[src/rtl/masked_arb_pkg.sv]
`default_nettype none
// ============================================================================
// Module   : masked_arb_pkg
// Brief    : Shared types, default sizes and round-robin winner search for
//            the masked round-robin arbiter.
// Revision : 1.0 - initial release
// ============================================================================
package masked_arb_pkg;

  localparam int c_DEF_MAX_CHAN = 8;
  localparam int c_DEF_CNT_W    = 8;

  // Upper bound on physical slots the winner search can scan.
  localparam int c_ARB_LIMIT = 32;
  localparam int c_ARB_LW    = 5;
  localparam int c_IDX_W     = 6;

  typedef logic [c_IDX_W-1:0] arb_idx_t;

  typedef enum logic [0:0] {
    IDLE  = 1'b0,
    GRANT = 1'b1
  } arb_state_t;

  // First set bit of req_live strictly after ptr, wrapping modulo nslots.
  // Returns ptr unchanged when nothing is requesting.
  function automatic arb_idx_t next_live(
    input arb_idx_t                 ptr,
    input logic [c_ARB_LIMIT-1:0]   req_live,
    input int                       nslots
  );
    int   idx;
    logic found;
    next_live = ptr;
    found     = 1'b0;
    for (int k = 1; k <= c_ARB_LIMIT; k++) begin
      if (!found && (k <= nslots)) begin
        idx = int'(ptr) + k;
        if (idx >= nslots) begin
          idx = idx - nslots;
        end
        if (req_live[idx[c_ARB_LW-1:0]]) begin
          next_live = arb_idx_t'(idx);
          found     = 1'b1;
        end
      end
    end
  endfunction

endpackage : masked_arb_pkg
`default_nettype wire

[src/rtl/masked_rr_arbiter_if.sv]
`default_nettype none
// ============================================================================
// Module   : masked_rr_arbiter_if
// Brief    : Request/grant bundle between requesters (master) and the
//            arbiter (slave), including the flattened grant counters.
// Revision : 1.0 - initial release
// ============================================================================
interface masked_rr_arbiter_if
  import masked_arb_pkg::*;
#(
  parameter int MAX_CHAN = c_DEF_MAX_CHAN,
  parameter int CNT_W    = c_DEF_CNT_W
);

  logic [MAX_CHAN-1:0]       req;
  logic                      done;
  logic [MAX_CHAN-1:0]       grant;
  logic                      busy;
  logic [MAX_CHAN*CNT_W-1:0] cnt_flat;

  modport master (
    output req,
    output done,
    input  grant,
    input  busy,
    input  cnt_flat
  );

  modport slave (
    input  req,
    input  done,
    output grant,
    output busy,
    output cnt_flat
  );

endinterface : masked_rr_arbiter_if
`default_nettype wire

[src/rtl/masked_arb_chan.sv]
`default_nettype none
// ============================================================================
// Module   : masked_arb_chan
// Brief    : One live arbitration slot: qualified request and a saturating
//            grant counter.
// Revision : 1.0 - initial release
// ============================================================================
module masked_arb_chan
  import masked_arb_pkg::*;
#(
  parameter int CNT_W = c_DEF_CNT_W
) (
  input  wire logic             clk,
  input  wire logic             reset,
  input  wire logic             req,
  input  wire logic             inc,
  output logic                  req_q,
  output logic [CNT_W-1:0]      cnt
);

  logic [CNT_W-1:0] r_cnt;
  logic             w_sat;

  assign req_q = req;
  assign w_sat = &r_cnt;

  always_ff @(posedge clk) begin
    if (reset) begin
      r_cnt <= '0;
    end else if (inc && !w_sat) begin
      r_cnt <= r_cnt + CNT_W'(1);
    end
  end

  assign cnt = r_cnt;

endmodule : masked_arb_chan
`default_nettype wire

[src/rtl/masked_rr_arbiter.sv]
`default_nettype none
// ============================================================================
// Module   : masked_rr_arbiter
// Brief    : Round-robin request/grant arbiter over MAX_CHAN slots, of which
//            only (g < NUM_CHAN && CHAN_MASK[g]) are built.
// Revision : 1.0 - initial release
// ============================================================================
module masked_rr_arbiter
  import masked_arb_pkg::*;
#(
  parameter int                  MAX_CHAN  = c_DEF_MAX_CHAN,
  parameter int                  NUM_CHAN  = 4,
  parameter logic [MAX_CHAN-1:0] CHAN_MASK = {MAX_CHAN{1'b1}},
  parameter int                  CNT_W     = c_DEF_CNT_W
) (
  input  wire logic               clk,
  input  wire logic               reset,
  masked_rr_arbiter_if.slave      bus
);

  arb_state_t                r_state;
  arb_state_t                w_state_nxt;
  logic [MAX_CHAN-1:0]       r_grant;
  logic [MAX_CHAN-1:0]       w_grant_nxt;
  arb_idx_t                  r_ptr;
  arb_idx_t                  w_ptr_nxt;
  arb_idx_t                  w_win;
  logic [MAX_CHAN-1:0]       w_req_live;
  logic [c_ARB_LIMIT-1:0]    w_req_pad;
  logic                      w_any;
  logic                      w_fire;
  logic [MAX_CHAN-1:0]       w_grant_out;
  logic [MAX_CHAN*CNT_W-1:0] w_cnt_flat;

  // Slot liveness is resolved at elaboration; dead slots get no logic at all.
  for (genvar g = 0; g < MAX_CHAN; g++) begin : g_slot
    if ((g < NUM_CHAN) && CHAN_MASK[g]) begin : g_live
      logic [CNT_W-1:0] w_cnt;
      logic             w_inc;

      assign w_inc = w_fire && (w_win == arb_idx_t'(g));

      masked_arb_chan #(
        .CNT_W (CNT_W)
      ) u_chan (
        .clk   (clk),
        .reset (reset),
        .req   (bus.req[g]),
        .inc   (w_inc),
        .req_q (w_req_live[g]),
        .cnt   (w_cnt)
      );

      assign w_grant_out[g]                = r_grant[g];
      assign w_cnt_flat[g*CNT_W +: CNT_W]  = w_cnt;
    end else begin : g_dead
      assign w_req_live[g]                 = 1'b0;
      assign w_grant_out[g]                = 1'b0;
      assign w_cnt_flat[g*CNT_W +: CNT_W]  = '0;
    end
  end

  always_comb begin
    w_req_pad                 = '0;
    w_req_pad[MAX_CHAN-1:0]   = w_req_live;
  end

  assign w_any = |w_req_live;
  assign w_win = next_live(r_ptr, w_req_pad, MAX_CHAN);

  always_ff @(posedge clk) begin
    if (reset) begin
      r_state <= IDLE;
      r_grant <= '0;
      r_ptr   <= arb_idx_t'(MAX_CHAN - 1);
    end else begin
      r_state <= w_state_nxt;
      r_grant <= w_grant_nxt;
      r_ptr   <= w_ptr_nxt;
    end
  end

  always_comb begin
    w_state_nxt = r_state;
    w_grant_nxt = r_grant;
    w_ptr_nxt   = r_ptr;
    w_fire      = 1'b0;
    case (r_state)
      IDLE: begin
        if (w_any) begin
          w_fire      = 1'b1;
          w_grant_nxt = MAX_CHAN'(1) << w_win;
          w_ptr_nxt   = w_win;
          w_state_nxt = GRANT;
        end
      end
      GRANT: begin
        // Grant is held until explicit release; req changes are ignored here.
        if (bus.done) begin
          w_grant_nxt = '0;
          w_state_nxt = IDLE;
        end
      end
      default: begin
        w_grant_nxt = '0;
        w_state_nxt = IDLE;
      end
    endcase
  end

  assign bus.grant    = w_grant_out;
  assign bus.busy     = (r_state == GRANT);
  assign bus.cnt_flat = w_cnt_flat;

endmodule : masked_rr_arbiter
`default_nettype wire

[src/flat_wrapper.sv]
// flat-port wrapper written by rule: the top's interface ports become plain ports
module masked_rr_arbiter_flat import masked_arb_pkg::*;
#(
  parameter int                  MAX_CHAN  = c_DEF_MAX_CHAN,
  parameter int                  NUM_CHAN  = 4,
  parameter logic [MAX_CHAN-1:0] CHAN_MASK = {MAX_CHAN{1'b1}},
  parameter int                  CNT_W     = c_DEF_CNT_W
)
  (clk, reset, bus_req, bus_done, bus_grant, bus_busy, bus_cnt_flat);
  masked_rr_arbiter_if #(.MAX_CHAN(MAX_CHAN), .CNT_W(CNT_W)) bus_i ();
  input  wire logic clk;
  input  wire logic reset;
  input wire logic [$bits(bus_i.req)-1:0] bus_req;
  input wire logic [$bits(bus_i.done)-1:0] bus_done;
  output wire logic [$bits(bus_i.grant)-1:0] bus_grant;
  output wire logic [$bits(bus_i.busy)-1:0] bus_busy;
  output wire logic [$bits(bus_i.cnt_flat)-1:0] bus_cnt_flat;
  assign bus_i.req = bus_req;
  assign bus_i.done = bus_done;
  assign bus_grant = bus_i.grant;
  assign bus_busy = bus_i.busy;
  assign bus_cnt_flat = bus_i.cnt_flat;
  masked_rr_arbiter #(.MAX_CHAN(MAX_CHAN), .NUM_CHAN(NUM_CHAN), .CHAN_MASK(CHAN_MASK), .CNT_W(CNT_W)) u_core (.clk(clk), .reset(reset), .bus(bus_i));
endmodule
[config.mk]
export PLATFORM = sky130hd
export DESIGN_NAME = masked_rr_arbiter_flat
export DESIGN_NICKNAME = d
export VERILOG_FILES = /design/src/rtl/masked_arb_pkg.sv /design/src/rtl/masked_rr_arbiter_if.sv /design/src/rtl/masked_arb_chan.sv /design/src/rtl/masked_rr_arbiter.sv /design/src/flat_wrapper.sv
export SDC_FILE = /design/constraint.sdc
export NUM_CORES = 1
export LEC_CHECK = 0
export BUFFER_PORTS_ARGS = -buffer_cell sky130_fd_sc_hd__buf_4
export CAP_MARGIN = 0
export CELL_PAD_IN_SITES_DETAIL_PLACEMENT = 1
export CELL_PAD_IN_SITES_GLOBAL_PLACEMENT = 1
export CORE_MARGIN = 3
export CORE_UTILIZATION = 46
export CTS_BUF_LIST = sky130_fd_sc_hd__clkbuf_4 sky130_fd_sc_hd__clkbuf_8
export DETAILED_ROUTE_END_ITERATION = 16
export PLACE_DENSITY = 0.86
export SYNTH_ARGS = -nofsm -noshare
export SYNTH_HDL_FRONTEND = slang
export SYNTH_SLANG_ARGS = --single-unit
[constraint.sdc]
create_clock -name clk -period 12.2 [get_ports clk]
set_clock_uncertainty 0.2 [all_clocks]
set_input_delay 2.44 -clock clk [delete_from_list [all_inputs] [get_ports clk]]
set_output_delay 2.44 -clock clk [all_outputs]
set_load 0.1 [all_outputs]
# == Word level (Yosys, flattened, before mapping) ==
# Index checks and enable logic that the tools add are counted.
# totals
wordCells,136
input_bits,11
ff_bits,43
# classes
eq_ne,5
bitwise,1
order_cmp,16
n_shift,1
reduce_logical,20
n_addsub,20
muxes,66
# op_table
op,count
2-to-1 mux 6 bit,30
">= comparator 7 x 4 -> 1 bit, second input constant",8
"< comparator 5 x 6 -> 1 bit, second input constant",8
"subtractor 6 x 5 -> 6 bit, second input constant",8
binary-select mux 1 bit (select 5 bit),8
"adder 8 x 1 -> 8 bit, second input constant",4
AND reduction 8 bit,4
"adder 6 x 3 -> 7 bit, second input constant",4
2-to-1 mux 1 bit,24
"adder 6 x 2 -> 7 bit, second input constant",2
"equality test 6 x 2 -> 1 bit, second input constant",2
logical AND 1 bit,8
2-to-1 mux 4 bit,2
one-hot mux 4 bit (2 select lines),1
"adder 6 x 1 -> 7 bit, second input constant",1
"adder 6 x 4 -> 7 bit, second input constant",1
"equality test 6 x 1 -> 1 bit, second input constant",1
zero test 6 bit,1
"<< shifter 1 x 6 -> 4 bit, first input constant",1
zero test 1 bit,4
AND reduction 2 bit,2
OR reduction 4 bit,1
"inequality test 2 x 1 -> 1 bit, second input constant",1
"inequality test 2 bit, second input constant",1
2 further kinds,2

# == Logic depth before layout (Yosys ltp) ==
# Gate-level depths: netlist (run 1).
# logic_depth
ltp_word,44
mapped_depth,20
ltp_nobuf,17

# == Cells and area by module ==
# A second synthesis (run 1) with hierarchy kept.
# unflattened
cells_unflattened,516
hier_area_um2,4371.7
# modules_own_cells
mod,cells_each,area_each_um2,n_inst
masked_rr_arbiter,336,2555.0,1
masked_arb_chan,45,454.2,4

# == Worst setup path after synthesis (run 1) ==
# OpenSTA, ideal clock, no wires.
# synth_timing
kind,in2reg
from,input port bus_req[0]
to,register u_core.g_slot[0].g_live.u_chan.r_cnt[4]
required_ps,11930
arrival_time_ps,5010
cell_stages,11
path_buffers,0
setup_ps,70
slack_ps,6920
path_cell_list,mux4_1 -> nor2b_1 -> o41ai_1 -> a211oi_2 -> nor4_4 -> o211ai_1 -> a211oi_2 -> a21oi_2 -> or4b_4 -> or3_1 -> a21oi_1
# synth_between
elab_chain_len,20
elab_cells_between_ends,50
classes_between,mux: 46; reduce/logical: 4
# synth_lines
element,line,text
start: declaration,flat_wrapper.sv:13,input wire logic [$bits(bus_i.req)-1:0] bus_req;
binary-select mux 1 bit (select 5 bit),masked_arb_pkg.sv:42,if (req_live[idx[c_ARB_LW-1:0]]) begin
2-to-1 mux 1 bit (not written as such),masked_arb_pkg.sv:42,
2-to-1 mux 6 bit (2 in a row),masked_arb_pkg.sv:42,
2-to-1 mux 6 bit,masked_arb_pkg.sv:37,if (!found && (k <= nslots)) begin
2-to-1 mux 6 bit,masked_arb_pkg.sv:42,
2-to-1 mux 6 bit,masked_arb_pkg.sv:37,
2-to-1 mux 6 bit,masked_arb_pkg.sv:42,
2-to-1 mux 6 bit,masked_arb_pkg.sv:37,
[3 not listed],--,
2-to-1 mux 6 bit,masked_arb_pkg.sv:37,
2-to-1 mux 6 bit,masked_arb_pkg.sv:42,
2-to-1 mux 6 bit,masked_arb_pkg.sv:37,
2-to-1 mux 6 bit,masked_arb_pkg.sv:42,
2-to-1 mux 6 bit,masked_arb_pkg.sv:37,
zero test 6 bit,masked_rr_arbiter.sv:41,assign w_inc = w_fire && (w_win == arb_idx_t'(g));
logical AND 1 bit *,masked_rr_arbiter.sv:41,
logical AND 1 bit *,masked_arb_chan.sv:30,end else if (inc && !w_sat) begin
end signal: assignment,masked_arb_chan.sv:31,r_cnt <= r_cnt + CNT_W'(1);
end: declaration,masked_arb_chan.sv:21,logic [CNT_W-1:0] r_cnt;
# Mark *: on every way between the ends. The rest lies on a longest branch, timed or not. The select of a mux whose other input is x is not followed.
# A chain may end at the register's enable or synchronous reset.

# == Final worst setup path (run 1) ==
# layout_timing
from,input port bus_req[0]
to,register u_core.g_slot[3].g_live.u_chan.r_cnt[5]
# layout_between
elab_chain_len,20
elab_cells_between_ends,50
classes_between,eq/ne: 1; mux: 46; reduce/logical: 3
# layout_lines
element,line
binary-select mux 1 bit (select 5 bit),masked_arb_pkg.sv:42
2-to-1 mux 1 bit (not written as such),masked_arb_pkg.sv:42
2-to-1 mux 6 bit (2 in a row),masked_arb_pkg.sv:42
2-to-1 mux 6 bit,masked_arb_pkg.sv:37
2-to-1 mux 6 bit,masked_arb_pkg.sv:42
2-to-1 mux 6 bit,masked_arb_pkg.sv:37
2-to-1 mux 6 bit,masked_arb_pkg.sv:42
2-to-1 mux 6 bit,masked_arb_pkg.sv:37
[3 not listed],--
2-to-1 mux 6 bit,masked_arb_pkg.sv:37
2-to-1 mux 6 bit,masked_arb_pkg.sv:42
2-to-1 mux 6 bit,masked_arb_pkg.sv:37
2-to-1 mux 6 bit,masked_arb_pkg.sv:42
2-to-1 mux 6 bit,masked_arb_pkg.sv:37
equality test 6 x 2 -> 1 bit,masked_rr_arbiter.sv:41
logical AND 1 bit *,masked_rr_arbiter.sv:41
logical AND 1 bit *,masked_arb_chan.sv:30
end signal: assignment,masked_arb_chan.sv:31
end: declaration,masked_arb_chan.sv:21
# Marks and branches as above.

==> flow_summary.ini, run 1 <==
[job]
maxCapViolCount = 0

[yosys]
yosys.cell_count.top_type = dfxtp_1
postSynth.asyncResetShare_pct = 0
syn_avg_cell_area_um2 = 8.05
syn-cell-area_mm2 = 0.00418
synth.area.top_cells = dfxtp_1 (21%), ha_1 (8.4%), buf_4 (6.7%)
synth_ff_type = dfxtp_1
ys_types = 81
synth_edf_count = 0
synth-seq-cells = 43
ys_warn_count = 0
yosys.area.top_type_share_pct = 20.6
seq_area_frac_synth_pct = 20.6
synth_largest_area_cell = dfxtp_1
syn_inst = 519
synthTopCellsByCount = dfxtp_1 (43), buf_4 (37), a21oi_1 (36), nand2_1 (33)

[power_and_ir_drop]
design_power_total_mw = 1.15
p_int_uw = 508
power_frac_comb_pct = 71.3
swShare_pct = 55.9
peakVddDrop_mv = 0.167
power_switching_uw = 643
clockPowerShare_pct = 12.1
powerDensity_mw_per_mm2 = 254
leakagePower_nw = 1.87
pwr-share-seq_pct = 16.5

[clock_tree]
clk_latency_ps = 300
tritoncts = yes
clk_pin_slew_ps = 90
ctsResizeCount = 0
cts_buffers = 5
cts_setup_buffers = 0
cts-root-buf = clkbuf_8
cts.sinks = 43
cts_buffer_depth = 2
htreeDepth = 2
postCtsHoldBufs = 0

[outcome]
status = complete, no violations

[global_routing]
grt_max_degree = 47
grt_pass1_wl_mm = 19.8
overflow = 0
grt_use_total_pct = 23.3
grt_pass1_vias = 4079
antenna_found_initial = 0

[setup_path]
path_class = input port to register
critical_path.startpoint_type = input port
r2r-end = u_core.g_slot[3].g_live.u_chan.cnt[5]
required_ps = 12230
timing.rr.start = u_core.r_ptr[2]
critical_path.cell_chain = buf_4, mux4_2, nand2_1, nor3_1, o21a_1, nor2_1, o2111ai_2, xnor2_2, nand4_1, or3_1, a21oi_1
crit_path_top_delay_cell = xnor2_2
critPathCaptureType = register
reg2reg_setup_slack_ps = 6190
r2r_cells = 14
slowest_delay_ps = 720
critPathMaxFanout = 18
critPathArrivalTime_ps = 6070

[sta]
fin_setup_tns_ps = 0
drv_slew = 0
finalCritPeriodShare_pct = 49.5
max_slew_margin_pct = 37.4
finalSetupViolCount = 0
finalHoldViolCount = 0
tightest_slew_ps = 937
rsz0062_at_grt = false
min_period_ps = 6040
fmax_mhz = 165

[floorplan]
die_h_um = 101
core_area_mm2 = 0.00876
fp.dieArea_mm2 = 0.0103
rows = 34
num_io_pins = 84
die_width_um = 101
start_util_pct = 47.7

[hold_path]
hold_end = u_core.r_grant[2]
holdPathStages = 2
worstHoldPathType = register to register
min_from = u_core.r_grant[2]

[final_layout]
fin_util_pct = 51.8
drive_gt1_share_pct = 15.0
syn2layout_area_growth_pct = 8.60
antenna_cells = 0
nNetsFinal = 586
final_cells = 656

[routing]
drt-pass1-iter-count = 4
wirelength_mm = 12.0
first_iter_violations = 159
vias = 3973
ant_nets = 0
drc = 0
vias_per_cell = 6.06
wl_per_cell_um = 18.3

[placed_design]
hpwl_mm = 8.90
gp_congestion = 0.884
io_buffer_count = 43
dp.cells = 648
-- critical path: cells and delay by family --
family | cells | cell delay [ps]
simple gates | 5 | 1700
compound gates | 3 | 550
mux | 1 | 530
buf+inv | 1 | 130
xor+xnor | 1 | 720
-- logic make-up after synthesis --
family	after synthesis	share of synthesized area [%]
buf+inv	83	11.4
xor+xnor	27	6.17
other cells	1	0.0898
simple gates	187	25.1
fa+ha+maj	28	8.39
flops	43	20.6
compound gates	134	22.9
mux	16	5.42
-- sequential cells by signal (all words and copies together), names as in the netlist --
register	count
u_core.r_ptr	6
u_core.r_grant	4
u_core.bus.busy	1
u_core.g_slot.g_live.u_chan.cnt	32
-- layout by cell type (no fill, tap or decap), types with 4 or more instances in the layout --
cell,Yosys,final
a211o_1,5,5
a21boi_0,5,5
a21oi_1,36,36
and2_1,5,5
and3_1,12,12
buf_4,37,45
clkbuf_8,0,5
conb_1,1,36
dfxtp_1,43,43
ha_1,28,28
inv_1,22,22
mux2_2,4,4
mux2i_1,7,7
nand2_1,33,33
nand2b_1,9,9
nand3_1,24,24
nand4_1,11,11
nand4b_1,5,5
nor2_1,28,28
nor2b_1,7,7
nor3_1,8,8
o211ai_1,5,5
o21ai_0,25,25
o21bai_1,4,4
o31ai_1,7,7
or2_2,4,4
or3_1,19,19
or4_1,6,6
xnor2_1,16,16
xor2_1,9,9
-- worst max path at each step --
stage                          from                                     to  slack [ps]  depth (start not counted)
floorplan                bus_req[0]  u_core.g_slot[0].g_live.u_chan.cnt[4]        6920                         11
global placement         bus_req[0]  u_core.g_slot[3].g_live.u_chan.cnt[4]        6090                         11
detailed placement       bus_req[0]  u_core.g_slot[3].g_live.u_chan.cnt[7]        6030                         11
CTS                      bus_req[0]  u_core.g_slot[3].g_live.u_chan.cnt[5]        6220                         11
global route        u_core.r_ptr[2]  u_core.g_slot[3].g_live.u_chan.cnt[5]        5660                         14
finish                   bus_req[0]  u_core.g_slot[3].g_live.u_chan.cnt[5]        6160                         11
-- cell type report --
cell class,count,area [um2]
flip-flops and latches,43,861
inverters,24,90.1
repair buffers,45,338
clock buffers,5,68.8
fillers,1088,4230
multi-input cells,428,2970
clock inverters,3,71.3
well taps,108,135
-- per-layer routing --
layer  GRT usage (%)  part of all wire [%]
met1            29.5                    42
met2            40.9                    52
met3            3.51                   5.2
met4            6.65                  0.98
met5               0                     0
-- power groups by stage --
stage	Combinational (mW)	Clock, mW	Sequential (mW)
2_1_floorplan	0.607	0	0.242
3_3_place_gp	0.773	0	0.192
3_5_place_dp	0.804	0	0.194
4_1_cts	0.819	0.142	0.190
5_1_grt	0.894	0.147	0.195
6_report	0.822	0.139	0.191
-- through the flow --
stage               area, um2  hold slack [ps]  worst slack [ps]
floorplan                4310              506              6920
global placement         4400              244              6090
detailed placement       4400              259              6030
CTS                      4540              276              6220
global route             4540              304              5660
finish                   4540              275              6160
Note: power is estimated with default switching activity, not from simulation.
==> run 2, diff against run 1 <==
- CORE_UTILIZATION: 46 -> 38
- PLACE_DENSITY: 0.86 -> 0.76
- clock period: 12.2 -> 5.5 ns (I/O delays scaled with it)
==> run 2 against run 1 <==
Against the previous run:
- cell area grew 2.1%
- sequential power increased by 110%
- combinational power grew 130%
- critical path type is now register to register
- register-to-register slack got worse by 5500 ps
- via count is 0.43% lower
- sequential cell count stayed put
- final cell count rose by 6.6%
==> flow_summary.ini, run 2 (same netlist as run 1, synthesis figures left out) <==
[outcome]
status = complete, no violations

[clock_tree]
clk_latency_ps = 300
cts-root-buf = clkbuf_8
ctsResizeCount = 0
cts.sinks = 43
cts_buffer_depth = 2
clk_pin_slew_ps = 70
cts_buffers = 5
tritoncts = yes
cts_setup_buffers = 0
postCtsHoldBufs = 0
htreeDepth = 2

[final_layout]
final_cell_mix = buf_4 (60), dfxtp_1 (43), a21oi_1 (36), conb_1 (36), nand2_1 (33)
mostFrequentLayoutCell = buf_4
antenna_cells = 0
largest_register_ffs = 32
fin_area_mm2 = 0.00463
syn2layout_area_growth_pct = 10.9
nNetsFinal = 601
fin_util_pct = 44.1
drive_gt1_share_pct = 17.2

[sta]
min_period_ps = 4770
finalCritPeriodShare_pct = 86.7
tightest_slew_ps = 634
rsz0062_at_grt = false
finalSetupViolCount = 0
max_slew_margin_pct = 57.7
drv_slew = 0
fin_setup_tns_ps = 0
fmax_mhz = 210
finalHoldViolCount = 0

[setup_path]
required_ps = 5520
slowest_delay_ps = 570
critPathCaptureType = register
critical_path.cell_chain = inv_1, ha_1, a21oi_1, xnor2_1, ha_1, nand2_1, o22a_1, a311oi_1, a41oi_1, or2_2, and4_4, a211o_1, nor2_4, nand2b_1, or4_1, a21oi_1
cp_num_buf_inv = 1
critPathArrivalTime_ps = 4790
critPathMaxFanout = 12
path_class = register to register
cp_top_family = simple AND/OR/NAND/NOR gates
critical_path.startpoint_type = register
crit_path_top_delay_cell = or4_1

[global_routing]
grt_pass1_vias = 4087
overflow = 0
grt_pass1_wl_mm = 19.9
met3_usage_pct = 2.02
grt_use_total_pct = 18.9
antenna_found_initial = 0
met2_usage_pct = 34.0
grt-busiest-layer = met2
met1_usage_pct = 23.8
grt_max_degree = 47

[floorplan]
core_area_mm2 = 0.0105
rows = 37
die_width_um = 111
fp.dieArea_mm2 = 0.0123
num_io_pins = 84
start_util_pct = 39.7
die_h_um = 111

[power_and_ir_drop]
powerDensity_mw_per_mm2 = 544
pwr-share-seq_pct = 15.8
p_int_mw = 1.10
clockPowerShare_pct = 8.2
power_frac_comb_pct = 76.0
leakagePower_nw = 1.92
swShare_pct = 56.2
design_power_total_mw = 2.52
peakVddDrop_mv = 0.420
power_switching_mw = 1.42

[routing]
vias = 3956
drt-pass1-iter-count = 4
vias_per_cell = 5.66
wl_per_cell_um = 16.8
wirelength_mm = 11.8
ant_nets = 0
drc = 0
first_iter_violations = 165

[hold_path]
worstHoldPathType = register to register

[placed_design]
hpwl_mm = 9.26
gp_congestion = 0.924
io_buffer_count = 43
post_dp_cell_area_mm2 = 0.00454

[job]
maxCapViolCount = 0
==> run 2: changes by cell type in the layout (fill, tap and decap cells not counted), sizes merged <==
cell      delta
buf         +15
bufinv       -2
clkbuf       +1
clkinv       +1
clkinvlp     +1
inv          -1
==> run 2: per-layer routing <==
metal | wire, um | vias to the layer above
li1 | - | 1928
met5 | 0 | -
met4 | 206 | 0
met2 | 5970 | 86
met1 | 5120 | 1922
met3 | 481 | 20
==> run 2: tightest hold or removal path: cells and delay by family (launching register included) <==
family | cells | cell delay (ps)
flip-flops | 1 | 310
AND/OR/NAND/NOR | 1 | 50
AO/OA/AOI/OAI | 1 | 50
==> run 2: metrics by stage <==
step	instances	setup slack [ps]	hold slack [ps]
3_3_place_gp	691	922	248
4_1_cts	699	763	266
6_report	699	730	261
5_1_grt	699	292	293
2_1_floorplan	554	988	506
3_5_place_dp	691	794	256
==> run 2: power by group through the flow <==
stage	sequential [mW]	clock (mW)	combinational, mW
2_1_floorplan	0.537	0	1.35
3_3_place_gp	0.403	0	1.84
3_5_place_dp	0.406	0	1.90
4_1_cts	0.399	0.213	1.92
5_1_grt	0.405	0.224	2.09
6_report	0.398	0.206	1.92
==> run 2: worst paths after layout <==
check	slack [ps]	to	depth (start not counted)	startpoint
max	730	u_core.g_slot[1].g_live.u_chan.cnt[4]	16	u_core.r_ptr[2]
min	260	u_core.r_grant[2]	2	u_core.r_grant[2]
max reg2reg	730	u_core.g_slot[1].g_live.u_chan.cnt[4]	16	u_core.r_ptr[2]
min reg2reg	260	u_core.r_grant[2]	2	u_core.r_grant[2]
==> run 2: final cells by class <==
class	instances	area (um2)
multi-input combinational	428	2970
clock inverter	2	12.5
timing repair buffer	60	450
tap	136	170
inverter	24	90.1
sequential	43	861
fill	1292	5880
clock buffer	6	76.3
